[config.mk]
export PLATFORM = sky130hd
export DESIGN_NAME = control_unit
export DESIGN_NICKNAME = d
export VERILOG_FILES = /design/src/rtl/control_pkg.sv /design/src/rtl/control_decode.sv /design/src/rtl/control_unit.sv
export SDC_FILE = /design/constraint.sdc
export NUM_CORES = 1
export LEC_CHECK = 0
export CAP_MARGIN = 10
export CORE_MARGIN = 4
export CORE_UTILIZATION = 46
export CTS_CLUSTER_DIAMETER = 50
export DETAILED_ROUTE_END_ITERATION = 8
export GPL_TIMING_DRIVEN = 0
export PLACE_DENSITY_LB_ADDON = 0.15
export SYNTH_ARGS = -nofsm -noshare
export SYNTH_HDL_FRONTEND = slang
export SYNTH_SLANG_ARGS = --single-unit
export TNS_END_PERCENT = 30
[constraint.sdc]
create_clock -name clk -period 2.45 [get_ports clk]
set_clock_uncertainty 0.15 [all_clocks]
set_input_delay 0.49 -clock clk [delete_from_list [all_inputs] [get_ports clk]]
set_output_delay 0.49 -clock clk [all_outputs]
set_load 0.05 [all_outputs]
[src/rtl/control_pkg.sv]
`default_nettype none
// ============================================================================
// Module   : control_pkg
// Purpose  : Shared types and encodings for the multicycle MIPS-subset
//            control unit: the 5-bit state enum, opcode/funct constants,
//            datapath mux/ALU encodings, the control-word struct and a helper
//            that maps a state to its control word.
// Revision : 1.0 - initial release
// ============================================================================
package control_pkg;

  typedef enum logic [4:0] {
    ST_RST        = 5'd0,
    ST_FETCH      = 5'd1,
    ST_FETCH_WAIT = 5'd2,
    ST_DECODE     = 5'd3,
    ST_EXEC_R     = 5'd4,
    ST_WB_R       = 5'd5,
    ST_ADDI_EX    = 5'd6,
    ST_ADDI_WB    = 5'd7,
    ST_MEM_ADDR   = 5'd8,
    ST_LW_RD      = 5'd9,
    ST_LW_WAIT    = 5'd10,
    ST_LW_WB      = 5'd11,
    ST_SW_WR      = 5'd12,
    ST_BRANCH     = 5'd13,
    ST_JUMP       = 5'd14,
    ST_EXC_EPC    = 5'd15,
    ST_EXC_PC     = 5'd16
  } state_t;

  // Opcodes (Instr31_26)
  localparam logic [5:0] c_op_rtype = 6'h00;
  localparam logic [5:0] c_op_addi  = 6'h08;
  localparam logic [5:0] c_op_lw    = 6'h23;
  localparam logic [5:0] c_op_sw    = 6'h2B;
  localparam logic [5:0] c_op_beq   = 6'h04;
  localparam logic [5:0] c_op_bne   = 6'h05;
  localparam logic [5:0] c_op_j     = 6'h02;

  // R-type funct codes
  localparam logic [5:0] c_fn_add = 6'h20;
  localparam logic [5:0] c_fn_sub = 6'h22;
  localparam logic [5:0] c_fn_and = 6'h24;

  // AluOp
  localparam logic [2:0] c_aluop_pass = 3'b000;
  localparam logic [2:0] c_aluop_add  = 3'b001;
  localparam logic [2:0] c_aluop_sub  = 3'b010;
  localparam logic [2:0] c_aluop_and  = 3'b011;

  // AluSrcB
  localparam logic [1:0] c_srcb_b       = 2'b00;
  localparam logic [1:0] c_srcb_four    = 2'b01;
  localparam logic [1:0] c_srcb_imm     = 2'b10;
  localparam logic [1:0] c_srcb_imm_sl2 = 2'b11;

  // IorD
  localparam logic [1:0] c_iord_pc     = 2'b00;
  localparam logic [1:0] c_iord_aluout = 2'b01;

  // PCSource
  localparam logic [2:0] c_pcsrc_alu    = 3'b000;
  localparam logic [2:0] c_pcsrc_aluout = 3'b001;
  localparam logic [2:0] c_pcsrc_jump   = 3'b010;
  localparam logic [2:0] c_pcsrc_exc    = 3'b011;

  typedef struct packed {
    logic       pc_write;
    logic       ir_write;
    logic       reg_write;
    logic       mem_write;
    logic       a_write;
    logic       b_write;
    logic       aluout_write;
    logic       epc_write;
    logic       reg_dst;
    logic       mem_to_reg;
    logic       alu_src_a;
    logic [1:0] iord;
    logic [1:0] alu_src_b;
    logic [2:0] alu_op;
    logic [2:0] pc_source;
  } ctrl_t;

  // Control word for a state. The conditional branch PCWrite depends on the
  // live zero flag and is therefore added outside this table.
  function automatic ctrl_t ctrl_for_state(input state_t s, input logic [2:0] r_type_op);
    ctrl_t ctl;
    ctl = '0;
    case (s)
      ST_FETCH: begin
        ctl.iord      = c_iord_pc;
        ctl.alu_src_b = c_srcb_four;
        ctl.alu_op    = c_aluop_add;
      end
      ST_FETCH_WAIT: begin
        ctl.alu_src_b = c_srcb_four;
        ctl.alu_op    = c_aluop_add;
        ctl.pc_write  = 1'b1;
        ctl.pc_source = c_pcsrc_alu;
        ctl.ir_write  = 1'b1;
      end
      ST_DECODE: begin
        ctl.a_write      = 1'b1;
        ctl.b_write      = 1'b1;
        ctl.alu_src_b    = c_srcb_imm_sl2;
        ctl.alu_op       = c_aluop_add;
        ctl.aluout_write = 1'b1;
      end
      ST_EXEC_R: begin
        ctl.alu_src_a    = 1'b1;
        ctl.alu_src_b    = c_srcb_b;
        ctl.alu_op       = r_type_op;
        ctl.aluout_write = 1'b1;
      end
      ST_WB_R: begin
        ctl.reg_dst   = 1'b1;
        ctl.reg_write = 1'b1;
      end
      ST_ADDI_EX, ST_MEM_ADDR: begin
        ctl.alu_src_a    = 1'b1;
        ctl.alu_src_b    = c_srcb_imm;
        ctl.alu_op       = c_aluop_add;
        ctl.aluout_write = 1'b1;
      end
      ST_ADDI_WB: begin
        ctl.reg_write = 1'b1;
      end
      ST_LW_RD, ST_LW_WAIT: begin
        ctl.iord = c_iord_aluout;
      end
      ST_LW_WB: begin
        ctl.mem_to_reg = 1'b1;
        ctl.reg_write  = 1'b1;
      end
      ST_SW_WR: begin
        ctl.iord      = c_iord_aluout;
        ctl.mem_write = 1'b1;
      end
      ST_BRANCH: begin
        ctl.alu_src_a = 1'b1;
        ctl.alu_src_b = c_srcb_b;
        ctl.alu_op    = c_aluop_sub;
        ctl.pc_source = c_pcsrc_aluout;
      end
      ST_JUMP: begin
        ctl.pc_source = c_pcsrc_jump;
        ctl.pc_write  = 1'b1;
      end
      ST_EXC_EPC: begin
        // PC already advanced by 4 in FETCH_WAIT; PC-4 points at the culprit.
        ctl.alu_src_b = c_srcb_four;
        ctl.alu_op    = c_aluop_sub;
        ctl.epc_write = 1'b1;
      end
      ST_EXC_PC: begin
        ctl.pc_source = c_pcsrc_exc;
        ctl.pc_write  = 1'b1;
      end
      default: ctl = '0;
    endcase
    return ctl;
  endfunction

endpackage
`default_nettype wire

[src/rtl/control_decode.sv]
`default_nettype none
// ============================================================================
// Module   : control_decode
// Purpose  : Combinational opcode/funct decode. Produces the state that
//            follows DECODE, the ALU operation for R-type execute, and whether
//            the instruction is subject to the overflow trap.
// Ports    : i_opcode [5:0]      instruction opcode
//            i_funct  [5:0]      R-type funct field
//            o_decode_next       next state out of DECODE (EXC_EPC if invalid)
//            o_r_type_op [2:0]   AluOp for EXEC_R
//            o_ovf_checked       1 for add/sub/addi
// Revision : 1.0 - initial release
// ============================================================================
module control_decode
  import control_pkg::*;
(
  input  logic [5:0] i_opcode,
  input  logic [5:0] i_funct,
  output state_t     o_decode_next,
  output logic [2:0] o_r_type_op,
  output logic       o_ovf_checked
);

  always_comb begin
    o_decode_next = ST_EXC_EPC;
    o_r_type_op   = c_aluop_add;
    o_ovf_checked = 1'b0;
    case (i_opcode)
      c_op_rtype: begin
        case (i_funct)
          c_fn_add: begin
            o_decode_next = ST_EXEC_R;
            o_r_type_op   = c_aluop_add;
            o_ovf_checked = 1'b1;
          end
          c_fn_sub: begin
            o_decode_next = ST_EXEC_R;
            o_r_type_op   = c_aluop_sub;
            o_ovf_checked = 1'b1;
          end
          c_fn_and: begin
            o_decode_next = ST_EXEC_R;
            o_r_type_op   = c_aluop_and;
          end
          default: o_decode_next = ST_EXC_EPC;
        endcase
      end
      c_op_addi: begin
        o_decode_next = ST_ADDI_EX;
        o_ovf_checked = 1'b1;
      end
      c_op_lw, c_op_sw:   o_decode_next = ST_MEM_ADDR;
      c_op_beq, c_op_bne: o_decode_next = ST_BRANCH;
      c_op_j:             o_decode_next = ST_JUMP;
      default:            o_decode_next = ST_EXC_EPC;
    endcase
  end

endmodule
`default_nettype wire

[src/rtl/control_unit.sv]
`default_nettype none
// ============================================================================
// Module   : control_unit
// Purpose  : Multicycle Moore control FSM for the 32-bit MIPS-subset datapath.
//            Sequences fetch/decode/execute/memory/write-back and traps
//            invalid opcodes (and optionally arithmetic overflow) through
//            EXC_EPC -> EXC_PC.
// Config   : define CTRL_OVF_EXC_EN to trap add/sub/addi overflow; otherwise
//            overflow is ignored and the wrapped result is written back.
// Ports    : clk, reset (async, active-low)
//            opcode[5:0], funct[5:0], overflow, zero   - IR fields, ALU flags
//            PCWrite, IRWrite, RegWrite, MemReadOrWrite, A_w, B_w,
//            AluOutWrite, EPCWrite, RegDst, MemToReg, AluSrcA,
//            IorD[1:0], AluSrcB[1:0], AluOp[2:0], PCSource[2:0] - controls
//            state_o[4:0]                              - current state (debug)
// Revision : 1.0 - initial release
// ============================================================================
module control_unit
  import control_pkg::*;
(
  input  logic       clk,
  input  logic       reset,
  input  logic [5:0] opcode,
  input  logic [5:0] funct,
  input  logic       overflow,
  input  logic       zero,
  output logic       PCWrite,
  output logic       IRWrite,
  output logic       RegWrite,
  output logic       MemReadOrWrite,
  output logic       A_w,
  output logic       B_w,
  output logic       AluOutWrite,
  output logic       EPCWrite,
  output logic       RegDst,
  output logic       MemToReg,
  output logic       AluSrcA,
  output logic [1:0] IorD,
  output logic [1:0] AluSrcB,
  output logic [2:0] AluOp,
  output logic [2:0] PCSource,
  output logic [4:0] state_o
);

  state_t     r_state;
  ctrl_t      r_ctrl;
  state_t     w_next;
  state_t     w_decode_next;
  logic [2:0] w_r_type_op;
  logic       w_ovf_checked;
  logic       w_ovf_trap;
  logic       w_branch_taken;

  control_decode u_decode (
    .i_opcode      (opcode),
    .i_funct       (funct),
    .o_decode_next (w_decode_next),
    .o_r_type_op   (w_r_type_op),
    .o_ovf_checked (w_ovf_checked)
  );

`ifdef CTRL_OVF_EXC_EN
  assign w_ovf_trap = overflow & w_ovf_checked;
`else
  logic w_unused_ovf;
  assign w_unused_ovf = overflow ^ w_ovf_checked;
  assign w_ovf_trap   = 1'b0;
`endif

  always_comb begin
    w_next = ST_RST;
    case (r_state)
      ST_RST:        w_next = ST_FETCH;
      ST_FETCH:      w_next = ST_FETCH_WAIT;
      ST_FETCH_WAIT: w_next = ST_DECODE;
      ST_DECODE:     w_next = w_decode_next;
      ST_EXEC_R:     w_next = w_ovf_trap ? ST_EXC_EPC : ST_WB_R;
      ST_ADDI_EX:    w_next = w_ovf_trap ? ST_EXC_EPC : ST_ADDI_WB;
      ST_MEM_ADDR:   w_next = (opcode == c_op_lw) ? ST_LW_RD : ST_SW_WR;
      ST_LW_RD:      w_next = ST_LW_WAIT;
      ST_LW_WAIT:    w_next = ST_LW_WB;
      ST_EXC_EPC:    w_next = ST_EXC_PC;
      ST_WB_R, ST_ADDI_WB, ST_LW_WB, ST_SW_WR,
      ST_BRANCH, ST_JUMP, ST_EXC_PC:
                     w_next = ST_FETCH;
      default:       w_next = ST_RST;
    endcase
  end

  // State and control word are registered together from the next state, so
  // the outputs are glitch-free and are cleared with the state on reset.
  always_ff @(posedge clk or negedge reset) begin
    if (!reset) begin
      r_state <= ST_RST;
      r_ctrl  <= '0;
    end else begin
      r_state <= w_next;
      r_ctrl  <= ctrl_for_state(w_next, w_r_type_op);
    end
  end

  // The branch outcome is the zero flag of the subtraction issued in BRANCH
  // itself, so it cannot be registered ahead of time.
  assign w_branch_taken = (opcode == c_op_bne) ? ~zero : zero;

  assign PCWrite        = r_ctrl.pc_write | ((r_state == ST_BRANCH) & w_branch_taken);
  assign IRWrite        = r_ctrl.ir_write;
  assign RegWrite       = r_ctrl.reg_write;
  assign MemReadOrWrite = r_ctrl.mem_write;
  assign A_w            = r_ctrl.a_write;
  assign B_w            = r_ctrl.b_write;
  assign AluOutWrite    = r_ctrl.aluout_write;
  assign EPCWrite       = r_ctrl.epc_write;
  assign RegDst         = r_ctrl.reg_dst;
  assign MemToReg       = r_ctrl.mem_to_reg;
  assign AluSrcA        = r_ctrl.alu_src_a;
  assign IorD           = r_ctrl.iord;
  assign AluSrcB        = r_ctrl.alu_src_b;
  assign AluOp          = r_ctrl.alu_op;
  assign PCSource       = r_ctrl.pc_source;
  assign state_o        = r_state;

endmodule
`default_nettype wire
# Yosys cells after proc, flatten, opt, wreduce, memory -nomap -nowiden
# Cells that the tools add are included.
# classes
n_reduce_logical	13
n_eq_ne	41
mux	20
bitwise	3
# op_table
operator	count
== test 5 x 4 -> 1 bit, second input constant	16
one-hot mux 5 bit (10 select lines)	1
== test 5 x 3 -> 1 bit, second input constant	8
== test 6 bit, second input constant	5
one-hot mux 5 bit (6 select lines)	1
== test 5 x 2 -> 1 bit, second input constant	4
one-hot mux 4 bit (5 select lines)	1
== test 6 x 3 -> 1 bit, second input constant	2
OR reduction 3 bit	4
2-to-1 mux 1 bit	11
== test 5 x 1 -> 1 bit, second input constant	2
== test 5 bit, second input constant	2
OR reduction 2 bit	4
OR reduction 4 bit	2
OR reduction 8 bit	1
== test 6 x 2 -> 1 bit, second input constant	1
== test 6 x 4 -> 1 bit, second input constant	1
logical NOT 6 bit	1
2-to-1 mux 3 bit	2
one-hot mux 2 bit (3 select lines)	1
logical NOT 5 bit	1
2-to-1 mux 4 bit	1
one-hot mux 2 bit (2 select lines)	1
2-to-1 mux 2 bit	1
other kinds (3)	3
# totals
out_inout_bits	26
in_bits	16
wordCells	93
ff_bits	26

# Longest topological paths before layout
# depth
word_depth	8
ltp_mapped	8
depth_no_buf	7

# Cells and area by module
# From an unflattened synthesis, not the netlist that was laid out.
# unflattened
hier_cells	160
hier_area_um2	1437.6
# modules_own_cells
mod	cells_per_inst	seq_area_each_um2	area_each_um2	instances
control_unit	134	575.6	1249.9	1
control_decode	26	0.0	187.7	1

# Least setup slack after synthesis
# Ideal clock, no wire load.
# synth_timing
path_type	input -> output
start	in opcode[5]
end	out PCWrite
arrival_ns	2.529
required_time_ns	1.810
path_slack_ns	-0.719
path_buffers	0
cell_stages	5
path_cell_list	or3_4 -> nor3b_1 -> nand2_1 -> xor2_1 -> o31ai_1
# synth_via
elab_chain_len	4
# synth_rtl
element	line	rtl
start, declared	control_unit.sv:23	input logic [5:0] opcode,
== test 6 x 3 -> 1 bit	control_unit.sv:104	assign w_branch_taken = (opcode == c_op_bne) ? ~zero : zero;
2-to-1 mux 1 bit	control_unit.sv:104	
AND 1 bit	control_unit.sv:106	assign PCWrite = r_ctrl.pc_write | ((r_state == ST_BRANCH) & w_branch_taken);
OR 1 bit	control_unit.sv:106	
end, declared	control_unit.sv:27	output logic PCWrite,
# Every way passes these cells.

# Worst setup path in the final report
# layout_timing
start	in opcode[1]
end	out PCWrite
# Same word-level chain as after synthesis.

==> impl_metrics.tcl <==
set metrics [dict create \
    setup_viol 1 \
    final.min_clock_period_ns 2.46 \
    max_cap_violations 0 \
    initial_core_util_pct 47.7 \
    clockBufferDepth 2 \
    post-route-util_pct 69.2 \
    drt_iter0_markers 41 \
    root_buffer "clkbuf_4" \
    synth_adder_area_share_pct 0 \
    final_area_um2 1890 \
    htreeDepth 1 \
    crit_arrival_ns 1.82 \
    violations "negative setup slack" \
    ir_worst_vdd_v 0.000950 \
    cts_tree "built" \
    start_kind "primary input" \
    synth_xor_area_share_pct 3.36 \
    postCtsHoldBufs 0 \
    p_per_area_nw_per_um2 1450 \
    overflow 0 \
    ys_ff_latch 22 \
    drive_gt1_share_pct 36.4 \
    ys_async_sr_fraction_pct 100 \
    drt-total-wl_mm 3.13 \
    gr-usage-all-layers_pct 18.0 \
    synth_compound_area_share_pct 19.0 \
    clock.fmax_ghz 0.406 \
    required_ns 1.81 \
    ant_nets 0 \
    relSlewSlack_pct 34.7 \
    dp_cells 196 \
    tightest_slew_ns 0.977 \
    cts.sinks 22 \
    p_leak_nw 0.825 \
    ios 42 \
    synth_area_um2 1300 \
    synth_top_area_share_pct 42.2 \
    fin_nets 190 \
    yosysMostFrequentCell "dfrtp_1" \
    synthFlopType "dfrtp_1" \
    setup_slack_ns -0.0110 \
    place_ws_ns -1.27 \
    synth_top_family_by_area "simple AND/OR/NAND/NOR gates" \
    portBuffers 37 \
    synth-edff-count 0 \
    fp-row-count 19 \
    synthDominantAreaCellType "dfrtp_1" \
    synthSimpleGateAreaFrac_pct 24.5 \
    drt-wirelength-per-cell_um 15.3 \
    syn_to_final_growth_pct 45.0 \
    die_w_um 61.2 \
    synth_area_leaders "dfrtp_1 42%, buf_4 6.9%, nor2_1 2.9%, nand2_1 2.6%, o21ai_0 2.3%" \
    post_dp_cell_area_um2 1740 \
    hp-class "in -> reg" \
    fin_tns_setup_ns -0.0110 \
    worstSetupPathType "in -> out" \
    status "finished, violations left" \
    hold_violations 0 \
    rsz0062_at_grt "true" \
    grt_max_degree 23 \
    tritoncts.num_buffers 3 \
    dp_hpwl_mm 2.29 \
    slew_viol_final 0 \
    min_from "opcode[4]" \
    fin_cells 204 \
    first_global_vias 1135 \
    grt_antenna_before_repair 0 \
    synth_mux_area_share_pct 0.864 \
    fin_crit_sh_pct 100 \
    ys_seq_area_share_pct 42.2 \
    worstSetupStartpoint "opcode[1]" \
    ys_top_cells_by_count "22 x dfrtp_1, 12 x buf_4, 10 x nor2_1, 9 x nand2_1, 6 x o21ai_0" \
    drcViolationCount 0 \
    r2r_start "state_o[3]" \
    grt_pass1_wl_mm 5.06 \
    viasPerCell 5.50 \
    diodes 0 \
    synth_area_per_cell_um2 10.3 \
    clk_latency_ns 0.32 \
    vias 1123 \
    critPathCaptureType "output pin" \
    core_um2 2730 \
    die_height_um 61.2 \
    yosysWarnings 0 \
    die-area_um2 3750 \
    gp_congestion 0.841 \
    synthCells 126 \
    clk_pin_slew_ns 0.13 \
    yosysUniqueCellTypes 52 \
    path_max_fanout 4 \
    dr.pass1.iters 4 \
]
[registers in the layout (all words and copies together), names as in the netlist]
register	cells
A_w	1
AluOp	2
AluOutWrite	1
AluSrcA	1
AluSrcB	2
EPCWrite	1
IRWrite	1
IorD	1
MemReadOrWrite	1
MemToReg	1
PCSource	2
RegDst	1
RegWrite	1
r_ctrl	1
state_o	5
[stage by stage]
step                hold slack, ns  total power [mW]
global placement             0.420              2.30
finish                       0.321              2.75
global route                 0.343              2.90
detailed placement           0.433              2.34
floorplan                   0.0444              1.88
CTS                          0.330              2.69
[cell families after synthesis]
logic type,count (synthesis)
AOI/OAI and AO/OA,29
xor gates and xnor gates,5
buffers and inverters,20
DFF,22
muxes,1
other,1
and+or+nand+nor,48
[routing by layer]
layer  wire (µm)  track usage [%]  vias up
met1        1230             21.6      532
met5           0                0        -
met2        1560             31.1       49
li1            -                -      532
met4         102             10.2        0
met3         233             2.10       10
[final timing paths]
check	end	slack, ns	depth (start not counted)
setup / recovery	PCWrite	-0.01	7
hold / removal	MemReadOrWrite	0.32	3
setup reg to reg	AluOp[1]	0.08	7
hold reg to reg	RegDst	0.44	1
max in group asynchronous	state_o[2]	0.95	1
min in group asynchronous	AluOutWrite	0.54	1
[placed cells by master (no fill, tap or decap), drive strengths merged, types with 2 or more instances in the layout]
master         count
nand2              9
clkbuf             4
o21ai              7
and2               2
xor2               3
or3                5
buf               21
xnor2              2
inv                7
nand2b             3
a21oi              2
clkdlybuf4s50     30
o22ai              4
nor3               2
conb               3
o211ai             4
dfrtp             22
and2b              2
dlygate4sd2        2
nor4b              2
nor3b              3
nor2              10
[critical path, stage by stage]
cell and delay, ns:
buf_8 0.10, or3_4 0.40, nor3b_4 0.20, nand2_2 0.08, xor2_2 0.17, o31ai_4 0.18
buf_6 0.19
[report_power, final]
group          leakage [nW]  switching (mW)  internal [mW]
logic                 0.513            1.14          0.746
registers             0.285          0.0749          0.499
clock network        0.0279           0.121          0.166
total                 0.825            1.33           1.41
[layout make-up]
type                       instances  area (µm²)
timing repair buffer              41         395
tap                               31        38.8
clock buffer                       3        22.5
inverter                           7        26.3
buffer                            13         101
sequential                        22         554
multi-input combinational         86         722
fill                             213         843
clock inverter                     1        30.0
[what timing repair did]
action / CTS / global route
endpoints found under the setup margin: 12 / 5
pin swaps: 5 / 4
cloned: 0 / 0
gates resized for setup: 36 / 8
buffers inserted: 3 / 1
Note: power is estimated with default switching activity, not from simulation.
